**config.mk**
```make
export PLATFORM = sky130hd
export DESIGN_NAME = fetch_prefetch_unit_flat
export DESIGN_NICKNAME = d
export VERILOG_FILES = /design/src/rtl/fetch_prefetch_unit_if.sv /design/src/rtl/fetch_prefetch_unit.sv /design/src/flat_wrapper.sv
export SDC_FILE = /design/constraint.sdc
export NUM_CORES = 1
export LEC_CHECK = 0
export BUFFER_PORTS_ARGS = -buffer_cell sky130_fd_sc_hd__buf_2
export CORE_AREA = 2 2 123 149
export CTS_CLUSTER_DIAMETER = 100
export DETAILED_ROUTE_END_ITERATION = 8
export DIE_AREA = 0 0 125 151
export HOLD_SLACK_MARGIN = 0.02
export PLACE_DENSITY = 0.85
export SETUP_SLACK_MARGIN = 0.3
export SLEW_MARGIN = 20
export SYNTH_ARGS = -nofsm -noshare
export SYNTH_HDL_FRONTEND = slang
export SYNTH_SLANG_ARGS = --single-unit
```
**constraint.sdc**
```tcl
create_clock -name clk -period 5.18 [get_ports clk]
set_input_delay 0 -clock clk [delete_from_list [all_inputs] [get_ports clk]]
set_output_delay 0 -clock clk [all_outputs]
set_load 0.02 [all_outputs]
```
**src/rtl/fetch_prefetch_unit_if.sv**
```systemverilog
// Instruction SRAM read port shared by the fetch unit (master) and the
// instruction memory (slave): one-outstanding request/acknowledge protocol.
interface fetch_prefetch_unit_if #(
    parameter int PC_DATA_WIDTH     = 20,
    parameter int INSTRUCTION_WIDTH = 32
);
    logic                         inst_mem_req_out;
    logic [PC_DATA_WIDTH-1:0]     inst_mem_addr_out;
    logic                         inst_mem_ack_in;
    logic [INSTRUCTION_WIDTH-1:0] inst_mem_data_in;

    modport master (
        output inst_mem_req_out,
        output inst_mem_addr_out,
        input  inst_mem_ack_in,
        input  inst_mem_data_in
    );

    modport slave (
        input  inst_mem_req_out,
        input  inst_mem_addr_out,
        output inst_mem_ack_in,
        output inst_mem_data_in
    );
endinterface

```
**src/rtl/fetch_prefetch_unit.sv**
```systemverilog
// Instruction fetch stage with a prefetch queue. Owns the fetch PC, keeps at
// most one SRAM read in flight, buffers returned words with their PCs in a
// FIFO and presents the head entry to decode. Redirects and boot mode flush
// the queue and drop any in-flight read so instruction order is preserved.
//
// Optional feature macro: FETCH_MISALIGN_CHK_EN
//   defined   -> misaligned redirect targets pulse fetch_fault_out and are
//                rounded down to a PC_STEP boundary
//   undefined -> targets used unchanged, fetch_fault_out tied low
module fetch_prefetch_unit #(
    parameter int                       PC_DATA_WIDTH      = 20,
    parameter int                       INSTRUCTION_WIDTH  = 32,
    parameter logic [PC_DATA_WIDTH-1:0] PC_INITIAL_ADDRESS = '0,
    parameter int                       PC_STEP            = 4,
    parameter int                       FIFO_DEPTH         = 4
) (
    input  logic                         clk,
    input  logic                         rst_n,
    input  logic                         boot_mode,
    input  logic                         stall,
    input  logic                         select_new_pc_in,
    input  logic [PC_DATA_WIDTH-1:0]     new_pc_in,
    fetch_prefetch_unit_if.master        mem,
    output logic                         inst_valid_out,
    output logic [INSTRUCTION_WIDTH-1:0] instruction_out,
    output logic [PC_DATA_WIDTH-1:0]     pc_out,
    output logic                         fetch_fault_out
);

    localparam int                       PTR_W   = $clog2(FIFO_DEPTH);
    localparam int                       CNT_W   = PTR_W + 1;
    localparam logic [CNT_W-1:0]         DEPTH_C = CNT_W'(FIFO_DEPTH);
    localparam logic [PC_DATA_WIDTH-1:0] STEP_C  = PC_DATA_WIDTH'(PC_STEP);

    typedef enum logic [1:0] {
        IDLE,
        WAIT,
        DISCARD
    } state_t;

    state_t                       state;
    logic [PC_DATA_WIDTH-1:0]     fetch_pc;
    logic [PTR_W-1:0]             rd_ptr;
    logic [PTR_W-1:0]             wr_ptr;
    logic [CNT_W-1:0]             count;
    logic [INSTRUCTION_WIDTH-1:0] inst_q [FIFO_DEPTH];
    logic [PC_DATA_WIDTH-1:0]     pc_q   [FIFO_DEPTH];

    logic                         redirect;
    logic                         ack_accept;
    logic                         push;
    logic                         pop;
    logic                         issue;
    logic [PC_DATA_WIDTH-1:0]     redirect_pc;
    logic [PC_DATA_WIDTH-1:0]     pc_after_ack;
    logic [CNT_W-1:0]             count_next;

`ifdef FETCH_MISALIGN_CHK_EN
    localparam logic [PC_DATA_WIDTH-1:0] LOW_MASK = PC_DATA_WIDTH'(PC_STEP - 1);
    logic misaligned;
    assign misaligned = (new_pc_in & LOW_MASK) != '0;
`endif

    // Per-edge decisions: redirect target, FIFO push/pop, next occupancy and issue
    always_comb begin
        redirect   = boot_mode | select_new_pc_in;
        // an ack only counts while a request is actually outstanding
        ack_accept = mem.inst_mem_req_out & mem.inst_mem_ack_in;
        push       = ack_accept & (state == WAIT) & ~redirect;
        pop        = inst_valid_out & ~stall & ~redirect;

        if (boot_mode) begin
            redirect_pc = PC_INITIAL_ADDRESS;
        end else begin
`ifdef FETCH_MISALIGN_CHK_EN
            redirect_pc = new_pc_in & ~LOW_MASK;
`else
            redirect_pc = new_pc_in;
`endif
        end

        pc_after_ack = push ? fetch_pc + STEP_C : fetch_pc;

        count_next = count;
        if (redirect) begin
            count_next = '0;
        end else if (push && !pop) begin
            count_next = count + CNT_W'(1);
        end else if (!push && pop) begin
            count_next = count - CNT_W'(1);
        end

        // a new read needs the port free (idle or completing now) and a
        // guaranteed FIFO slot for its result
        issue = ~redirect
              & (~mem.inst_mem_req_out | ack_accept)
              & (count_next < DEPTH_C);
    end

    // Fetch FSM: owns request/address registers, fetch PC and in-flight tracking
    always_ff @(posedge clk or negedge rst_n) begin
        if (!rst_n) begin
            state                 <= IDLE;
            mem.inst_mem_req_out  <= 1'b0;
            mem.inst_mem_addr_out <= PC_INITIAL_ADDRESS;
            fetch_pc              <= PC_INITIAL_ADDRESS;
        end else begin
            fetch_pc <= redirect ? redirect_pc : pc_after_ack;
            case (state)
                IDLE: begin
                    if (issue) begin
                        state                 <= WAIT;
                        mem.inst_mem_req_out  <= 1'b1;
                        mem.inst_mem_addr_out <= pc_after_ack;
                    end
                end
                WAIT, DISCARD: begin
                    if (ack_accept) begin
                        if (issue) begin
                            state                 <= WAIT;
                            mem.inst_mem_addr_out <= pc_after_ack;
                        end else begin
                            state                <= IDLE;
                            mem.inst_mem_req_out <= 1'b0;
                        end
                    end else if (redirect) begin
                        // read still in flight: let it finish, drop its data
                        state <= DISCARD;
                    end
                end
                default: begin
                    state                <= IDLE;
                    mem.inst_mem_req_out <= 1'b0;
                end
            endcase
        end
    end

    // Prefetch queue pointers and occupancy; redirect empties the queue
    always_ff @(posedge clk or negedge rst_n) begin
        if (!rst_n) begin
            rd_ptr <= '0;
            wr_ptr <= '0;
            count  <= '0;
        end else begin
            count <= count_next;
            if (redirect) begin
                rd_ptr <= '0;
                wr_ptr <= '0;
            end else begin
                if (push) wr_ptr <= wr_ptr + PTR_W'(1);
                if (pop)  rd_ptr <= rd_ptr + PTR_W'(1);
            end
        end
    end

    // Prefetch queue storage; contents are qualified by count so no reset needed
    always_ff @(posedge clk) begin
        if (push) begin
            inst_q[wr_ptr] <= mem.inst_mem_data_in;
            pc_q[wr_ptr]   <= mem.inst_mem_addr_out;
        end
    end

    assign inst_valid_out  = (count != '0);
    assign instruction_out = inst_valid_out ? inst_q[rd_ptr] : '0;
    assign pc_out          = inst_valid_out ? pc_q[rd_ptr]   : '0;

`ifdef FETCH_MISALIGN_CHK_EN
    // One-cycle fault pulse for a misaligned branch/jump target
    always_ff @(posedge clk or negedge rst_n) begin
        if (!rst_n) begin
            fetch_fault_out <= 1'b0;
        end else begin
            fetch_fault_out <= select_new_pc_in & ~boot_mode & misaligned;
        end
    end
`else
    assign fetch_fault_out = 1'b0;
`endif

endmodule
```
**src/flat_wrapper.sv**
```systemverilog
// flat-port wrapper written by rule: the top's interface ports become plain ports
module fetch_prefetch_unit_flat 
#(
    parameter int                       PC_DATA_WIDTH      = 20,
    parameter int                       INSTRUCTION_WIDTH  = 32,
    parameter logic [PC_DATA_WIDTH-1:0] PC_INITIAL_ADDRESS = '0,
    parameter int                       PC_STEP            = 4,
    parameter int                       FIFO_DEPTH         = 4
)
  (clk, rst_n, boot_mode, stall, select_new_pc_in, new_pc_in, inst_valid_out, instruction_out, pc_out, fetch_fault_out, mem_inst_mem_req_out, mem_inst_mem_addr_out, mem_inst_mem_ack_in, mem_inst_mem_data_in);
  fetch_prefetch_unit_if #(.PC_DATA_WIDTH(PC_DATA_WIDTH), .INSTRUCTION_WIDTH(INSTRUCTION_WIDTH)) mem_i ();
  input  logic clk;
  input  logic rst_n;
  input  logic boot_mode;
  input  logic stall;
  input  logic select_new_pc_in;
  input  logic [PC_DATA_WIDTH-1:0] new_pc_in;
  output logic inst_valid_out;
  output logic [INSTRUCTION_WIDTH-1:0] instruction_out;
  output logic [PC_DATA_WIDTH-1:0] pc_out;
  output logic fetch_fault_out;
  output wire logic [$bits(mem_i.inst_mem_req_out)-1:0] mem_inst_mem_req_out;
  output wire logic [$bits(mem_i.inst_mem_addr_out)-1:0] mem_inst_mem_addr_out;
  input wire logic [$bits(mem_i.inst_mem_ack_in)-1:0] mem_inst_mem_ack_in;
  input wire logic [$bits(mem_i.inst_mem_data_in)-1:0] mem_inst_mem_data_in;
  assign mem_inst_mem_req_out = mem_i.inst_mem_req_out;
  assign mem_inst_mem_addr_out = mem_i.inst_mem_addr_out;
  assign mem_i.inst_mem_ack_in = mem_inst_mem_ack_in;
  assign mem_i.inst_mem_data_in = mem_inst_mem_data_in;
  fetch_prefetch_unit #(.PC_DATA_WIDTH(PC_DATA_WIDTH), .INSTRUCTION_WIDTH(INSTRUCTION_WIDTH), .PC_INITIAL_ADDRESS(PC_INITIAL_ADDRESS), .PC_STEP(PC_STEP), .FIFO_DEPTH(FIFO_DEPTH)) u_core (.clk(clk), .rst_n(rst_n), .boot_mode(boot_mode), .stall(stall), .select_new_pc_in(select_new_pc_in), .new_pc_in(new_pc_in), .mem(mem_i), .inst_valid_out(inst_valid_out), .instruction_out(instruction_out), .pc_out(pc_out), .fetch_fault_out(fetch_fault_out));
endmodule
```
== Yosys cells after proc, flatten, opt, wreduce, memory -nomap -nowiden ==
Memories as Yosys holds them, arrays and structs flattened.
Cells that the tools add are included.
Storage, ports and cells
  register bits: 50
  latch bits: 0
  RAM bits: 208
  bits in read-only memories: 0
  input port bits: 58
  output and inout port bits: 75
  logic and storage cells: 72
  memories: 2
Cells by class
  $add $sub $neg: 5
  multipliers: 0
  div/mod/pow operators: 0
  $lt $le $gt $ge: 1
  equal/unequal tests: 6
  shifts and indexed selects: 0
  multiplexer cells: 26
  bitwise gates (word level): 12
  reductions and logical operators: 13
Memories
  u_core.inst_q: depth 4, bits a word 32, read ports 1, clocked after Yosys merged registers in 0, write ports 1, RTL line fetch_prefetch_unit.sv:46  | logic [INSTRUCTION_WIDTH-1:0] inst_q [FIFO_DEPTH];
  u_core.pc_q: depth 4, bits a word 20, read ports 1, clocked after Yosys merged registers in 0, write ports 1, RTL line fetch_prefetch_unit.sv:47  | logic [PC_DATA_WIDTH-1:0] pc_q [FIFO_DEPTH];
Operators with widths (count)
  two-way mux 20 bit: 6
  case mux 20 bit (2 select lines): 1
  two-way mux 32 bit: 1
  adder 20 x 3 -> 20 bit, second input constant: 1
  two-way mux 2 bit: 7
  two-way mux 3 bit: 3
  AND 1 bit: 7
  two-way mux 1 bit: 6
  nonzero test 2 bit: 3
  adder 2 x 1 -> 2 bit, second input constant: 2
  != test 2 x 1 -> 1 bit, second input constant: 2
  case mux 2 bit (2 select lines): 1
  AND reduction 2 bit: 2
  adder 3 x 1 -> 3 bit, second input constant: 1
  < comparator 3 bit, second input constant: 1
  != test 3 x 1 -> 1 bit, second input constant: 1
  inverter 1 bit: 3
  AND reduction 3 bit: 1
  nonzero test 3 bit: 1
  subtractor 3 x 1 -> 3 bit, second input constant: 1
  equality test 2 x 1 -> 1 bit, second input constant: 1
  equality test 2 bit, second input constant: 1
  logical AND 1 bit: 2
  logical NOT 1 bit: 2
  other kinds (5): 6

== Longest topological paths before layout ==
Gate-level depths: netlist of the first run.
  depth after elaboration: 13
  depth in mapped cells: 13
  gate-level depth less buffers: 11

== Least setup slack after synthesis of the first run ==
No wires, ideal clock.
  path kind: reg-to-reg
  start: register u_core.state[1]
  end: register u_core.mem.inst_mem_addr_out[0]
  setup time: 0.125 ns
  data arrival time: 2.606 ns
  required time: 5.055 ns
  slack: 2.449 ns
  stages on the path, launching flop included: 12
  path buffers: 2
  period minus slack after synthesis: 2.731 ns
  path through: dfrtp_1 inv_1 ha_1 clkbuf_1 nand3_1 nor2_1 ha_1 and3b_1 o211ai_1 and2_1 buf_4 mux2_2
On the way
  cells in the longest elaborated chain, start to end: 13
  elaborated cells between the ends (all ways): 21
  classes of those cells: 1 x order compare; 3 x eq/ne; 7 x mux; 3 x bitwise; 7 x reduce/logical
RTL lines
  start, declared: RTL line fetch_prefetch_unit.sv:41  | state_t state;
  start signal, assigned: RTL line fetch_prefetch_unit.sv:103  | state <= IDLE;
  start signal, assigned: RTL line fetch_prefetch_unit.sv:112  | state <= WAIT;
  start signal, assigned: RTL line fetch_prefetch_unit.sv:120  | state <= WAIT;
  equality test 2 x 1 -> 1 bit: RTL line fetch_prefetch_unit.sv:69, fetch_prefetch_unit.sv:109
  AND 1 bit (2 in a row): RTL line fetch_prefetch_unit.sv:69  | push = ack_accept & (state == WAIT) & ~redirect;
  logical NOT 1 bit: RTL line fetch_prefetch_unit.sv:89  | end else if (!push && pop) begin
  logical AND 1 bit: RTL line fetch_prefetch_unit.sv:89
  two-way mux 3 bit: RTL line fetch_prefetch_unit.sv:89
  two-way mux 3 bit: RTL line fetch_prefetch_unit.sv:87  | end else if (push && !pop) begin
  two-way mux 3 bit: RTL line fetch_prefetch_unit.sv:85  | if (redirect) begin
  < comparator 3 bit: RTL line fetch_prefetch_unit.sv:97  | & (count_next < DEPTH_C);
  AND 1 bit: RTL line fetch_prefetch_unit.sv:97
  two-way mux 20 bit: RTL line fetch_prefetch_unit.sv:111, fetch_prefetch_unit.sv:119
  two-way mux 20 bit: RTL line fetch_prefetch_unit.sv:118  | if (ack_accept) begin
  case mux 20 bit (2 select lines): RTL line fetch_prefetch_unit.sv:109  | case (state)
  end signal, assigned: RTL line fetch_prefetch_unit.sv:114  | mem.inst_mem_addr_out <= pc_after_ack;
  end signal, assigned: RTL line fetch_prefetch_unit.sv:121  | mem.inst_mem_addr_out <= pc_after_ack;
  end, declared: RTL line fetch_prefetch_unit_if.sv:14  | output inst_mem_addr_out,
Parallel ways exist; a longest one is shown, timed or not. The select of a mux whose other input is x is not followed.
A chain may end at the register's enable or synchronous reset.

== Final worst setup path of the first run ==
  start: register u_core.state[1]
  end: register u_core.mem.inst_mem_addr_out[1]
Same word-level chain as after synthesis.

==> run summary, run 1 <==
Status -> finished, final reports clean
Syn Inst Count -> 609
Top cell type's share of synthesized area -> 0.587
Leak pwr -> 4.88 nW
Worst min path class -> in -> reg
HPWL Detailed -> 12900 um
Syn avg cell area -> 17.5 um^2
Unique masters post-synth -> 51
Pre-antenna DRT Iters -> 5
DRC Markers -> 0
Initial drt markers -> 434
Layout cells sized above 1 -> 0.308
First-pass GRT wire length -> 35600 um
Number of global-route vias before repair -> 6735
Cts bufs inserted -> 25
Crit Path Class -> reg -> reg
Post-Syn Area -> 10600 um^2
Root buf cell -> clkbuf_16
H-Tree Depth -> 1
Overflow after GRT -> 0
N_diodes -> 0
Final hold violations -> 0
Clock Power Share -> 0.382
Io pins -> 133
Metal3 WL -> 1430 um
Crit Path Max Fanout -> 20
Starting Density -> 0.612
R2R setup slack -> 1.47 ns
Clock latency at the later pin of the worst-skew pair -> 0.52 ns
Routed WL -> 23400 um
Max layer used -> met4
Slew Limit Fails -> 0
Avg WL per Cell -> 22.1 um
Max_slew headroom -> 0.310
Max Cap Viol -> 0
CP Launch Type -> register
Largest net degree at the start of global routing -> 55
FP Rows -> 53
Clock buffer depth -> 3
Power Density -> 384 nW/um^2
Synth top area cells -> edfxtp_1 (59%), dfrtp_1 (12%), mux4_2 (11%)
Max Fclk -> 269 MHz
Core box area -> 17400 um^2
Layout Cells excl Fill -> 1059
TNS Setup -> 0 ns
Internal power -> 3.80 mW
Crit. End Element -> register
Seq pwr share -> 0.507
RSZ-0062 raised after global routing -> false
Ys async rst share -> 0.194
DR vias -> 6302
Clock skew after layout -> 0.0126 ns
Post-Route M1 WL -> 8970 um
Post-CTS resize count -> 0
Height of the die -> 151 um
Post-route minimum period -> 3.71 ns
Worst-margin pin slew -> 1.03 ns
Switching part of the total power -> 0.249
Synth Flop Type -> edfxtp_1
Sequential area share after synthesis -> 0.705
CP Data Required Time -> 5.58 ns
CTS sink count -> 258
Leading area contributor after synthesis -> edfxtp_1
Final setup vio count -> 0
Vias per cell -> 5.95
Die area -> 18900 um^2
Width of the die -> 125 um
Nets -> 891
Port Buffers -> 131
TritonCTS clock tree -> done
Met2 routed WL -> 12500 um
Worst vdd ir -> 0.381 mV
ANT nets after route -> 0
EDFF count, synth -> 208
Placed cells -> 935
Flops & latches, synth -> 258
Layout area overhead -> 23.7%
Comb power frac -> 0.111
P_sw -> 1.26 mW
Tcrit/Tclk final -> 0.717
Routability cong. -> 0.863
Yosys warns -> 0
Clock-pin slew on the worst setup and hold paths -> 0.07 ns
Total track usage -> 0.242
Initial antenna violation count -> 0
Worst Path Arrival -> 4.12 ns
Post-Syn Nets -> 680
==> worst paths after layout <==
| check | to | cells past startpoint | start |
|---|---|---|---|
| max in group asynchronous | u_core.rd_ptr[0] | 3 | rst_n |
| min in group asynchronous | u_core.mem.inst_mem_addr_out[7] | 3 | rst_n |
| max reg2reg | u_core.mem.inst_mem_addr_out[1] | 10 | u_core.state[1] |
| min | u_core.fetch_pc[12] | 3 | boot_mode |
| min reg2reg | u_core.pc_q[3][4] | 0 | u_core.mem.inst_mem_addr_out[4] |
| max | u_core.mem.inst_mem_addr_out[1] | 10 | u_core.state[1] |
==> power by group through the flow <==
stage	registers, mW	clock network (mW)	logic, mW
after floorplan	2.63	0	0.248
after global placement	2.59	0	0.475
after detailed placement	2.60	0	0.502
after CTS	2.56	1.94	0.556
after global routing	2.58	2.04	0.605
final	2.56	1.93	0.564
==> what timing repair did <==
action	4_1_cts	5_1_grt
hold endpoints to repair	204	0
hold buffers	77	0
setup buffers	0	0
==> kinds of logic (layout without fill, tap and decap cells) <==
group / count (synthesis) / in the layout / synth area share
buffers and inverters: 57 / 287 / 0.0234
other: 1 / 1 / 0.000352
AND/OR/NAND/NOR: 133 / 133 / 0.0760
flip-flops: 258 / 258 / 0.705
multiplexers: 71 / 71 / 0.129
XOR/XNOR: 13 / 13 / 0.0107
adder cells (fa/ha/maj): 13 / 13 / 0.0153
AO/OA/AOI/OAI: 63 / 63 / 0.0407
==> routing by layer <==
metal | vias to the layer above | GRT usage
li1 | 2791 | -
met1 | 3188 | 0.300
met2 | 280 | 0.445
met3 | 43 | 0.0364
met4 | 0 | 0.0756
met5 | - | 0
==> sequential cells by signal (all words and copies together) (netlist names) <==
name and flops:
u_core.inst_q 128, u_core.pc_q 80, u_core.fetch_pc 20, u_core.mem.inst_mem_addr_out 20
u_core.count 3, u_core.rd_ptr 2, u_core.state 2, u_core.wr_ptr 2
u_core.mem.inst_mem_req_out 1
==> critical path, cell delays in order (launching register included) <==
cell and delay, ns:
dfrtp_1 0.40, inv_1 0.10, ha_1 0.33, nand3_1 0.22, nor2_1 0.34, ha_1 0.34
and3b_1 0.21, o211ai_1 0.17, buf_4 0.20, and2_1 0.83, mux2_2 0.44
==> layout make-up <==
class | count | area (um^2)
clock inverter | 19 | 249
inverter | 24 | 90.1
clock buffer | 27 | 633
fill | 970 | 4210
tap | 220 | 275
sequential | 258 | 7500
timing repair buffer | 217 | 1510
multi-input combinational | 294 | 2910
==> stage by stage <==
stage	power [mW]	setup slack [ns]	cell area, um^2	hold slack (ns)	utilization
after global placement	3.06	1.82	11500	0.125	0.661
after detailed placement	3.10	1.58	11500	0.145	0.661
final	5.06	1.47	13200	0.115	0.758
after floorplan	2.88	2.45	10600	-0.296	-
after global routing	5.22	1.19	13200	0.139	0.758
after CTS	5.06	1.54	13100	0.0748	0.756
==> cell usage after synthesis, drive strengths merged, types with 4 or more instances <==
| cell type | instances |
|---|---|
| edfxtp | 208 |
| a311oi | 5 |
| o21ai | 7 |
| buf | 13 |
| a31oi | 9 |
| xnor2 | 9 |
| inv | 24 |
| or4 | 4 |
| nor2b | 54 |
| dfrtp | 50 |
| ha | 13 |
| a21oi | 18 |
| mux2i | 10 |
| mux4 | 52 |
| clkbuf | 20 |
| nand4 | 9 |
| a211oi | 7 |
| and4 | 4 |
| nand3 | 5 |
| or3 | 5 |
| o21a | 8 |
| and3 | 5 |
| nand2 | 8 |
| nor2 | 24 |
| xor2 | 4 |
| mux2 | 9 |
==> layout by cell type (no fill, tap or decap), types with 9 or more instances in the layout <==
| master | synthesis | routed |
|---|---|---|
| edfxtp_1 | 208 | 208 |
| buf_2 | 9 | 131 |
| dlygate4sd3_1 | 0 | 77 |
| nor2b_1 | 54 | 53 |
| mux4_2 | 52 | 52 |
| dfrtp_1 | 50 | 48 |
| clkbuf_16 | 0 | 25 |
| inv_1 | 24 | 24 |
| nor2_1 | 24 | 24 |
| a21oi_1 | 18 | 18 |
| ha_1 | 13 | 13 |
| mux2i_1 | 10 | 10 |
| a31oi_1 | 9 | 9 |
| xnor2_1 | 9 | 9 |
| mux2_2 | 9 | 9 |
Power figures use the tool's default switching activity.
==> run 2, diff against run 1 <==
--- a/config.mk
+++ b/config.mk
@@ -6,12 +6,12 @@
 export NUM_CORES = 1
 export LEC_CHECK = 0
 export BUFFER_PORTS_ARGS = -buffer_cell sky130_fd_sc_hd__buf_2
-export CORE_AREA = 2 2 123 149
+export CORE_AREA = 2 2 134 162
 export CTS_CLUSTER_DIAMETER = 100
 export DETAILED_ROUTE_END_ITERATION = 8
-export DIE_AREA = 0 0 125 151
+export DIE_AREA = 0 0 136 164
 export HOLD_SLACK_MARGIN = 0.02
-export PLACE_DENSITY = 0.85
+export PLACE_DENSITY = 0.77
 export SETUP_SLACK_MARGIN = 0.3
 export SLEW_MARGIN = 20
 export SYNTH_ARGS = -nofsm -noshare
==> constraint.sdc (replaced) <==
create_clock -name clk -period 3.4 [get_ports clk]
set_input_delay 0 -clock clk [delete_from_list [all_inputs] [get_ports clk]]
set_output_delay 0 -clock clk [all_outputs]
set_load 0.02 [all_outputs]
==> run 2 against run 1 <==
Sequential share of layout area hardly changed. Register-to-register slack worse by 0.94 ns. Global-route usage is 4.2 points lower. Combinational power is 52% higher. Total power is 47% higher. Worst hold slack worse by 0.034 ns. Maximum frequency is 29% higher. Cell count is 4.4% higher. Clock power is 38% higher. First-iteration DRC count is 1.8% lower. Setup slack worse by 0.94 ns. Sequential power is 52% higher.
==> run summary, run 2 (same netlist as run 1, synthesis figures left out) <==
TNS Setup -> 0 ns (unchanged)
Width of the die -> 136 um (was 125 um)
Initial drt markers -> 426 (was 434)
Core box area -> 20800 um^2 (was 17400 um^2)
Dpl ws -> 0.344 ns (was 1.58 ns)
Top reg by flops -> u_core.inst_q (unchanged)
CP Launch Type -> register (unchanged)
WHS -> 0.0807 ns (was 0.115 ns)
Tcrit/Tclk final -> 0.847 (was 0.717)
Routability cong. -> 0.828 (was 0.863)
Power Density -> 564 nW/um^2 (was 384 nW/um^2)
CP Data Required Time -> 3.79 ns (was 5.58 ns)
DR vias -> 6216 (was 6302)
P_sw -> 1.81 mW (was 1.26 mW)
TritonCTS clock tree -> done (unchanged)
Worst vdd ir -> 0.435 mV (was 0.381 mV)
ANT nets after route -> 0 (unchanged)
Overflow after GRT -> 0 (unchanged)
Crit. End Element -> register (unchanged)
Max Fclk -> 347 MHz (was 269 MHz)
Leading cell type in the layout, fill and taps excluded -> edfxtp_1 (unchanged)
Avg WL per Cell -> 19.9 um (was 22.1 um)
Nets -> 890 (was 891)
Most frequent cells in the layout -> edfxtp_1 (208), buf_2 (130), dlygate4sd3_1 (75) (was edfxtp_1 (208), buf_2 (131), dlygate4sd3_1 (77))
First-pass GRT wire length -> 34600 um (was 35600 um)
Leak pwr -> 4.86 nW (was 4.88 nW)
Initial antenna violation count -> 0 (unchanged)
Crit Path Max Fanout -> 10 (was 20)
Largest register FFs -> 128 (unchanged)
Worst-margin pin slew -> 0.778 ns (was 1.03 ns)
RSZ-0062 raised after global routing -> false (unchanged)
Max_slew headroom -> 0.482 (was 0.310)
Layout area overhead -> 23.6% (was 23.7%)
FP Rows -> 58 (was 53)
Vias per cell -> 5.62 (was 5.95)
Cts bufs inserted -> 25 (unchanged)
Io pins -> 133 (unchanged)
Largest net degree at the start of global routing -> 55 (unchanged)
Final worst-path setup slack -> 0.521 ns (was 1.47 ns)
Clock skew after layout -> 0.00815 ns (was 0.0126 ns)
Post CTS Setup Buffer Count -> 0 (unchanged)
Final hold violations -> 0 (unchanged)
Max Cap Viol -> 0 (unchanged)
Crit Path Class -> reg -> reg (unchanged)
Seq pwr share -> 0.526 (was 0.507)
N_diodes -> 0 (unchanged)
Final setup vio count -> 0 (unchanged)
Comb power frac -> 0.115 (was 0.111)
Root buf cell -> clkbuf_16 (unchanged)
Slew Limit Fails -> 0 (unchanged)
Worst Path Arrival -> 3.26 ns (was 4.12 ns)
Design Power -> 7.42 mW (was 5.06 mW)
Worst min path class -> in -> async (was in -> reg)
Pre-antenna DRT Iters -> 5 (unchanged)
Clock-pin slew on the worst setup and hold paths -> 0.06 ns (was 0.07 ns)
Port Buffers -> 131 (unchanged)
HPWL Detailed -> 12900 um (about the same)
Clock Power Share -> 0.358 (was 0.382)
Clock buffer depth -> 3 (unchanged)
Internal power -> 5.62 mW (was 3.80 mW)
Die area -> 22300 um^2 (was 18900 um^2)
Layout cells sized above 1 -> 0.304 (was 0.308)
Top flop regs -> u_core.inst_q x128, u_core.pc_q x80 (unchanged)
DRC Markers -> 0 (unchanged)
Total track usage -> 0.200 (was 0.242)
Height of the die -> 164 um (was 151 um)
Number of global-route vias before repair -> 6599 (was 6735)
Switching part of the total power -> 0.243 (was 0.249)
H-Tree Depth -> 1 (unchanged)
Routed WL -> 22000 um (was 23400 um)
CTS sink count -> 258 (unchanged)
Clock latency at the later pin of the worst-skew pair -> 0.50 ns (was 0.52 ns)
Post-route minimum period -> 2.88 ns (was 3.71 ns)
Status -> finished, final reports clean (unchanged)
Starting Density -> 0.513 (was 0.612)
[run 2: cell count changes in the layout (fill, tap and decap cells not counted), sizes merged]
cell         delta
clkinv          +3
buf             +1
clkinvlp        -4
inv             -2
bufinv          -2
dlygate4sd3     -2
clkbuf          +3
[run 2: per-stage QoR]
| stage | util | std cells | area [um^2] |
|---|---|---|---|
| global placement | 0.559 | 987 | 11600 |
| CTS | 0.633 | 1106 | 13100 |
| floorplan | - | 609 | 10600 |
| detailed placement | 0.559 | 987 | 11600 |
| finish | 0.634 | 1106 | 13200 |
| global route | 0.634 | 1106 | 13200 |
[run 2: worst paths after layout]
kind / startpoint / end / cells after the start / slack [ns]
worst max-delay path: u_core.state[1] / u_core.fetch_pc[15] / 7 / 0.52
worst min-delay path: rst_n / u_core.mem.inst_mem_addr_out[10] / 2 / 0.08
worst max register to register: u_core.state[1] / u_core.fetch_pc[15] / 7 / 0.52
worst min register to register: u_core.mem.inst_mem_addr_out[9] / u_core.pc_q[3][9] / 0 / 0.56
max in group asynchronous: rst_n / u_core.rd_ptr[0] / 2 / 2.83
min in group clk: boot_mode / u_core.fetch_pc[12] / 3 / 0.14
[run 2: area by class of cell]
cell class	instances	area (um^2)
multi-input combinational	294	2920
inverter	24	90.1
fill	1479	7600
timing repair buffer	216	1520
clock buffer	30	644
tap	270	338
clock inverter	14	144
sequential	258	7500
[run 2: power groups by stage]
stage,clock (mW),sequential (mW),combinational [mW]
final,2.66,3.90,0.857
after global routing,2.84,3.93,0.923
after CTS,2.71,3.91,0.848
after detailed placement,0,3.97,0.771
after global placement,0,3.94,0.723
after floorplan,0,4.01,0.378
[run 2: what timing repair did]
| action | in CTS | in global routing |
|---|---|---|
| endpoints found under the setup margin | 0 | 19 |
| hold endpoints to repair | 203 | 0 |
| resized for setup | 0 | 3 |
| hold buffers | 75 | 0 |
[run 2: metal layers]
layer / track usage / share of wire / up-vias
li1: - / - / 2779
met1: 0.254 / 0.40 / 3181
met2: 0.360 / 0.52 / 211
met3: 0.0327 / 0.055 / 45
met4: 0.0488 / 0.018 / 0
met5: 0 / 0 / -
[run 2: worst max-delay path: stages (launching register included)]
cell and delay (ns):
dfrtp_1 0.39, inv_1 0.12, ha_2 0.28, nand4_1 0.26
or4_4 0.61, o21ai_0 0.33, a311oi_1 0.15, dlygate4sd3_1 0.61
